File: config.mk
export PLATFORM = sky130hd
export DESIGN_NAME = fruit_launcher_flat
export DESIGN_NICKNAME = d
export VERILOG_FILES = /design/src/rtl/fruit_launcher_if.sv /design/src/rtl/fruit_launcher.sv /design/src/flat_wrapper.sv
export SDC_FILE = /design/constraint.sdc
export NUM_CORES = 1
export LEC_CHECK = 0
export BUFFER_PORTS_ARGS = -buffer_cell sky130_fd_sc_hd__buf_2
export CORE_MARGIN = 2
export CORE_UTILIZATION = 47
export CTS_CLUSTER_SIZE = 12
export DETAILED_ROUTE_END_ITERATION = 7
export GPL_TIMING_DRIVEN = 0
export PLACE_DENSITY = 0.8
export SLEW_MARGIN = 0
export SYNTH_ARGS = -nofsm -noshare
export SYNTH_HDL_FRONTEND = slang
export SYNTH_SLANG_ARGS = --single-unit
File: constraint.sdc
create_clock -name Clk -period 1.9 [get_ports Clk]
set_clock_uncertainty 0.1 [all_clocks]
set_input_delay 0.38 -clock Clk [delete_from_list [all_inputs] [get_ports Clk]]
set_output_delay 0.38 -clock Clk [all_outputs]
set_load 0.1 [all_outputs]
File: src/rtl/fruit_launcher_if.sv
// Spawn bus between the fruit launcher and the fruit_motion array: per-slot
// free flags in, one-hot launch strobe plus shared spawn position/velocity out.
interface fruit_launcher_if #(
  parameter int N_FRUITS = 4
);
  logic [N_FRUITS-1:0] out_of_screen;
  logic [N_FRUITS-1:0] Initialize;
  logic signed [31:0]  X_Pos_Init;
  logic signed [31:0]  Y_Pos_Init;
  logic signed [31:0]  X_V_Init;
  logic signed [31:0]  Y_V_Init;

  modport master (
    input  out_of_screen,
    output Initialize, X_Pos_Init, Y_Pos_Init, X_V_Init, Y_V_Init
  );

  modport slave (
    output out_of_screen,
    input  Initialize, X_Pos_Init, Y_Pos_Init, X_V_Init, Y_V_Init
  );
endinterface

File: src/rtl/fruit_launcher.sv
// Decides when and where each fruit spawns: waits a frame interval, picks the
// lowest free slot, then strobes it with LFSR-derived spawn position/velocity.
module fruit_launcher #(
  parameter int          N_FRUITS          = 4,
  parameter int          LAUNCH_INTERVAL   = 45,
  parameter int          FRUIT_HEIGHT_HALF = 32,
  parameter int          SPAWN_X_MIN       = 64,
  parameter logic [15:0] SEED              = 16'hACE1
) (
  input  logic                    Clk,
  input  logic                    Reset,
  input  logic                    frame_clk_rising_edge,
  input  logic                    game_enable,
  fruit_launcher_if.master        fruit,
  output logic [15:0]             launch_count,
  output logic                    busy
);

  localparam int CNT_W = $clog2(LAUNCH_INTERVAL + 1);

  typedef enum logic [1:0] {
    S_IDLE,
    S_WAIT,
    S_SELECT,
    S_ISSUE
  } state_e;

  typedef struct packed {
    logic signed [31:0] x_pos;
    logic signed [31:0] y_pos;
    logic signed [31:0] x_v;
    logic signed [31:0] y_v;
  } spawn_t;

  state_e               state_q, state_d;
  logic [CNT_W-1:0]     interval_q, interval_d;
  logic [N_FRUITS-1:0]  initialize_q, initialize_d;
  spawn_t               spawn_q, spawn_d;
  logic [15:0]          lfsr_q, lfsr_d;
  logic [15:0]          count_q, count_d;
  logic                 busy_q, busy_d;

  logic [N_FRUITS-1:0]  lowest_free;
  logic [15:0]          lfsr_next;
  logic                 consume;
  spawn_t               spawn_new;

  // Isolates the lowest set bit, so simultaneous frees launch lowest index first.
  assign lowest_free = fruit.out_of_screen & (~fruit.out_of_screen + N_FRUITS'(1));
  assign lfsr_next   = {lfsr_q[14:0], lfsr_q[15] ^ lfsr_q[13] ^ lfsr_q[12] ^ lfsr_q[10]};
  assign consume     = (state_q == S_ISSUE) && frame_clk_rising_edge;

  always_comb begin
    spawn_new       = '0;
    spawn_new.x_pos = 32'(SPAWN_X_MIN) + $signed({23'b0, lfsr_q[12:4]});
    spawn_new.y_pos = 32'(479 + FRUIT_HEIGHT_HALF);
    spawn_new.x_v   = (spawn_new.x_pos < 32'sd320) ? $signed({30'b0, lfsr_q[1:0]})
                                                   : -$signed({30'b0, lfsr_q[1:0]});
    spawn_new.y_v   = -32'sd6 - $signed({30'b0, lfsr_q[3:2]});
  end

  // NOTE: every signal written here gets a default first so no path infers a latch.
  always_comb begin
    state_d      = state_q;
    interval_d   = interval_q;
    initialize_d = initialize_q;
    spawn_d      = spawn_q;
    lfsr_d       = lfsr_q;
    count_d      = count_q;

    if (state_q != S_IDLE && !game_enable) begin
      state_d      = S_IDLE;
      initialize_d = '0;
      if (consume) begin
        lfsr_d  = lfsr_next;
        count_d = count_q + 16'd1;
      end
    end else begin
      unique case (state_q)
        S_IDLE: begin
          if (game_enable) begin
            state_d    = S_WAIT;
            interval_d = '0;
          end
        end
        S_WAIT: begin
          if (frame_clk_rising_edge) begin
            interval_d = interval_q + CNT_W'(1);
            if (interval_d == CNT_W'(LAUNCH_INTERVAL)) state_d = S_SELECT;
          end
        end
        S_SELECT: begin
          if (|fruit.out_of_screen) begin
            initialize_d = lowest_free;
            spawn_d      = spawn_new;
            state_d      = S_ISSUE;
          end
        end
        S_ISSUE: begin
          if (consume) begin
            initialize_d = '0;
            lfsr_d       = lfsr_next;
            count_d      = count_q + 16'd1;
            interval_d   = '0;
            state_d      = S_WAIT;
          end
        end
        default: state_d = S_IDLE;
      endcase
    end

    busy_d = (state_d != S_IDLE);
  end

  // NOTE: state is updated with non-blocking assignments so all flops sample together.
  always_ff @(posedge Clk) begin
    if (Reset) begin
      state_q      <= S_IDLE;
      interval_q   <= '0;
      initialize_q <= '0;
      spawn_q      <= '0;
      lfsr_q       <= SEED;
      count_q      <= '0;
      busy_q       <= 1'b0;
    end else begin
      state_q      <= state_d;
      interval_q   <= interval_d;
      initialize_q <= initialize_d;
      spawn_q      <= spawn_d;
      lfsr_q       <= lfsr_d;
      count_q      <= count_d;
      busy_q       <= busy_d;
    end
  end

  assign fruit.Initialize = initialize_q;
  assign fruit.X_Pos_Init = spawn_q.x_pos;
  assign fruit.Y_Pos_Init = spawn_q.y_pos;
  assign fruit.X_V_Init   = spawn_q.x_v;
  assign fruit.Y_V_Init   = spawn_q.y_v;
  assign launch_count     = count_q;
  assign busy             = busy_q;

endmodule

File: src/flat_wrapper.sv
// flat-port wrapper written by rule: the top's interface ports become plain ports
module fruit_launcher_flat 
#(
  parameter int          N_FRUITS          = 4,
  parameter int          LAUNCH_INTERVAL   = 45,
  parameter int          FRUIT_HEIGHT_HALF = 32,
  parameter int          SPAWN_X_MIN       = 64,
  parameter logic [15:0] SEED              = 16'hACE1
)
  (Clk, Reset, frame_clk_rising_edge, game_enable, launch_count, busy, fruit_out_of_screen, fruit_Initialize, fruit_X_Pos_Init, fruit_Y_Pos_Init, fruit_X_V_Init, fruit_Y_V_Init);
  fruit_launcher_if #(.N_FRUITS(N_FRUITS)) fruit_i ();
  input  logic Clk;
  input  logic Reset;
  input  logic frame_clk_rising_edge;
  input  logic game_enable;
  output logic [15:0] launch_count;
  output logic busy;
  input wire logic [$bits(fruit_i.out_of_screen)-1:0] fruit_out_of_screen;
  output wire logic [$bits(fruit_i.Initialize)-1:0] fruit_Initialize;
  output wire logic [$bits(fruit_i.X_Pos_Init)-1:0] fruit_X_Pos_Init;
  output wire logic [$bits(fruit_i.Y_Pos_Init)-1:0] fruit_Y_Pos_Init;
  output wire logic [$bits(fruit_i.X_V_Init)-1:0] fruit_X_V_Init;
  output wire logic [$bits(fruit_i.Y_V_Init)-1:0] fruit_Y_V_Init;
  assign fruit_i.out_of_screen = fruit_out_of_screen;
  assign fruit_Initialize = fruit_i.Initialize;
  assign fruit_X_Pos_Init = fruit_i.X_Pos_Init;
  assign fruit_Y_Pos_Init = fruit_i.Y_Pos_Init;
  assign fruit_X_V_Init = fruit_i.X_V_Init;
  assign fruit_Y_V_Init = fruit_i.Y_V_Init;
  fruit_launcher #(.N_FRUITS(N_FRUITS), .LAUNCH_INTERVAL(LAUNCH_INTERVAL), .FRUIT_HEIGHT_HALF(FRUIT_HEIGHT_HALF), .SPAWN_X_MIN(SPAWN_X_MIN), .SEED(SEED)) u_core (.Clk(Clk), .Reset(Reset), .frame_clk_rising_edge(frame_clk_rising_edge), .game_enable(game_enable), .fruit(fruit_i), .launch_count(launch_count), .busy(busy));
endmodule
==> impl_metrics.toml <==
[outcome]
status = "completed"

[clock_network]
cts_sinks = 63
cts_tree = "built"
clock_latency_ns = 0.34
h-tree-depth = 3
clk_pin_slew_ns = 0.06
cts_buffers = 9
cts_max_path_buffers = 2
cts_root_buf = "clkbuf_8"

[finish]
drive_gt1_share_pct = 43.22
final_cell_mix = "159 x buf_4, 69 x nand2_1, 50 x dfxtp_1"
final_common_cell = "buf_4"
n_fill_cell = 594
fin_nets = 608
diodes = 0
area_growth_syn_to_layout_pct = 37.68
layout.cells.non_filler = 696

[flow_run]
drv_cap = 0

[grt]
grt_usage_pct = 21.62
grt_max_degree = 39
overflow = 0
grt_pass1_vias = 2888
antenna_found_initial = 0
grt_pass1_wl_um = 14190

[synthesis]
yosysSeqAreaShare_pct = 36.42
synth_edf_count = 0
synth_top_flop_cell = "dfxtp_1"
ys_types = 39
netlist.area_leader.share_pct = 36.42
netlist_area_um2 = 3463
synthCells = 426
syn_area_per_cell_um2 = 8.130
synthTopCellsByArea = "dfxtp_1 36%, buf_4 24%, nand2_1 7.5%"
synth_warnings = 0
yosysTopAreaCell = "dfxtp_1"
async_reset_ff_share_pct = 0
ys_seq_elements = 63

[setup_path]
setup.worst_path.class = "flip-flop to output port"
path_buf_inv = 3
crit_path_max_fanout = 11
start_kind = "flip-flop"
end_kind = "output port"
crit_path_top_delay_cell = "dfxtp_4"
path_cells = "clkbuf_4 -> buf_4 -> buf_6"
max_stage_delay_ns = 0.42
critical_path.top_delay_family = "buffers and inverters"
cp.required_ns = 1.42
crit_arrival_ns = 1.35

[routing]
ant_nets = 0
routed_wl_um = 9045
first_pass_iters = 4
detail_route.iter0.violations = 122
num_vias = 3120
wl_per_cell_um = 13.00
avgViaCountPerCell = 4.483
drcViolationCount = 0

[pwr]
internal_power_w = 0.002032
p_clk_share_pct = 37.1
ir_worst_vdd_mv = 0.3941
switching_power_w = 0.0009284
leakage_nw = 2.461
power.density_nw_per_um2 = 620.8
swShare_pct = 31.36
p_seq_share_pct = 44.7
pwr-share-comb_pct = 18.1

[sta]
worst_slew_margin_rel_pct = 65.58
setup_violations = 0
maxSlewViolCount = 0
fin_ws_ns = 0.07088
fmax_mhz = 546.7
worst_slew_pin_slew_ns = 0.5163
final.setup.tns_ns = 0
post-route-min-period_ns = 1.829
period_share_pct = 96.27
hold_viol_final = 0

[floorplan]
start_util_pct = 48.27
die_y_um = 89.84
core_um2 = 7176
num_io_pins = 157
rows = 31
dieArea_um2 = 8071
die_x_um = 89.84

[placed_design]
dp_slack_ns = -0.1007
gp_congestion = 0.7999
dp.cells = 680
dp_hpwl_um = 6015
portBuffers = 111

[min_path]
hold_path_class = "primary input to flip-flop"
-- synth_stat cells, types with 4 or more instances --
| cell type | instances |
|---|---|
| a21oi_1 | 31 |
| and3_1 | 10 |
| buf_2 | 4 |
| buf_4 | 111 |
| clkbuf_1 | 8 |
| dfxtp_1 | 63 |
| ha_1 | 6 |
| inv_1 | 6 |
| nand2_1 | 69 |
| nand3_1 | 9 |
| nand3b_1 | 7 |
| nand4_1 | 5 |
| nor2_1 | 38 |
| nor2b_1 | 5 |
| o21ai_0 | 5 |
| xnor2_1 | 7 |
| xor2_1 | 12 |
-- area by class of cell --
class / count / area [um^2] / share of cell area (%)
Clock buffer: 13 / 148.9 / 3.123
Timing Repair Buffer: 113 / 813.3 / 17.06
Tap cell: 99 / 123.9 / 2.598
Buffer: 125 / 909.6 / 19.08
Clock inverter: 1 / 30.03 / 0.6298
Sequential cell: 63 / 1282 / 26.90
Multi-Input combinational cell: 276 / 1438 / 30.15
Inverter: 6 / 22.52 / 0.4723
-- cell families (layout without fill, tap and decap cells) --
family / Yosys count / in the layout / share of synthesized area (%)
AOI/OAI and AO/OA: 48 / 48 / 8.237
xor gates and xnor gates: 19 / 19 / 4.805
adders and majority gates: 6 / 6 / 2.168
buffers and inverters: 131 / 258 / 26.91
DFF: 63 / 63 / 36.42
muxes: 1 / 1 / 0.2890
other: 1 / 45 / 0.1083
and+or+nand+nor: 157 / 157 / 21.06
-- layer usage --
layer / vias to the layer above / part of all wire [%] / routed length [um] / global-route usage (%)
met5: - / 0 / 0 / 0
met4: 0 / 1.7 / 152 / 7.564
met3: 18 / 6.3 / 569 / 7.041
met2: 122 / 51 / 4639 / 38.51
met1: 1412 / 41 / 3684 / 24.23
li1: 1568 / - / - / -
-- power by group through the flow --
stage               logic [W]  registers [W]  clock network, W
finish               0.000537        0.00132           0.00110
global placement     0.000523        0.00136                 0
floorplan            0.000490        0.00136                 0
CTS                  0.000524        0.00132           0.00112
global route         0.000553        0.00132           0.00120
detailed placement   0.000524        0.00136                 0
-- registers in the layout (all words and copies together), names as in the netlist --
| name | cells |
|---|---|
| u_core.fruit.Initialize | 4 |
| u_core.busy | 1 |
| u_core.launch_count | 16 |
| u_core.fruit.X_Pos_Init | 10 |
| u_core.interval_q | 6 |
| u_core.lfsr_q | 16 |
| u_core.fruit.X_V_Init | 3 |
| u_core.state_q | 2 |
| u_core.fruit.Y_V_Init | 5 |
-- metrics by stage --
| step | hold WS, ns | power, W | utilization, % | cell area, um^2 |
|---|---|---|---|---|
| 5_1_grt | 0.1495 | 0.003076 | 66.45 | 4768 |
| 4_1_cts | 0.1463 | 0.002972 | 65.13 | 4673 |
| 3_3_place_gp | 0.3408 | 0.001880 | 60.26 | 4324 |
| 6_report | 0.1750 | 0.002960 | 66.45 | 4768 |
| 2_1_floorplan | 0.3366 | 0.001854 | - | 3645 |
| 3_5_place_dp | 0.3424 | 0.001881 | 60.26 | 4324 |
-- worst register-to-register path: stages, from the launching register on --
cell and delay, ns:
dfxtp_1 0.51, nand4_1 0.20, nor2_1 0.37, and3_1 0.24
xnor2_1 0.12, nor2_1 0.06
-- final timing paths --
check	slack [ns]	to	start	cells past startpoint
max	0.07	fruit_Y_V_Init[13]	u_core.fruit.Y_V_Init[30]$_SDFFE_PP0P_	3
min	0.18	u_core.busy$_SDFF_PP0_	Reset	2
max reg2reg	0.17	u_core.launch_count[8]$_SDFFE_PP0P_	u_core.state_q[0]$_SDFF_PP0_	5
min reg2reg	0.35	u_core.fruit.X_Pos_Init[9]$_SDFFE_PP0P_	u_core.fruit.X_Pos_Init[9]$_SDFFE_PP0P_	2
-- timing repair --
action	CTS	global route
endpoints found under the setup margin	67	44
hold buffers	0	0
pin swaps	0	0
setup buffers	0	2
gates resized for setup	68	21
No activity file was read; power rests on OpenSTA's default activity.
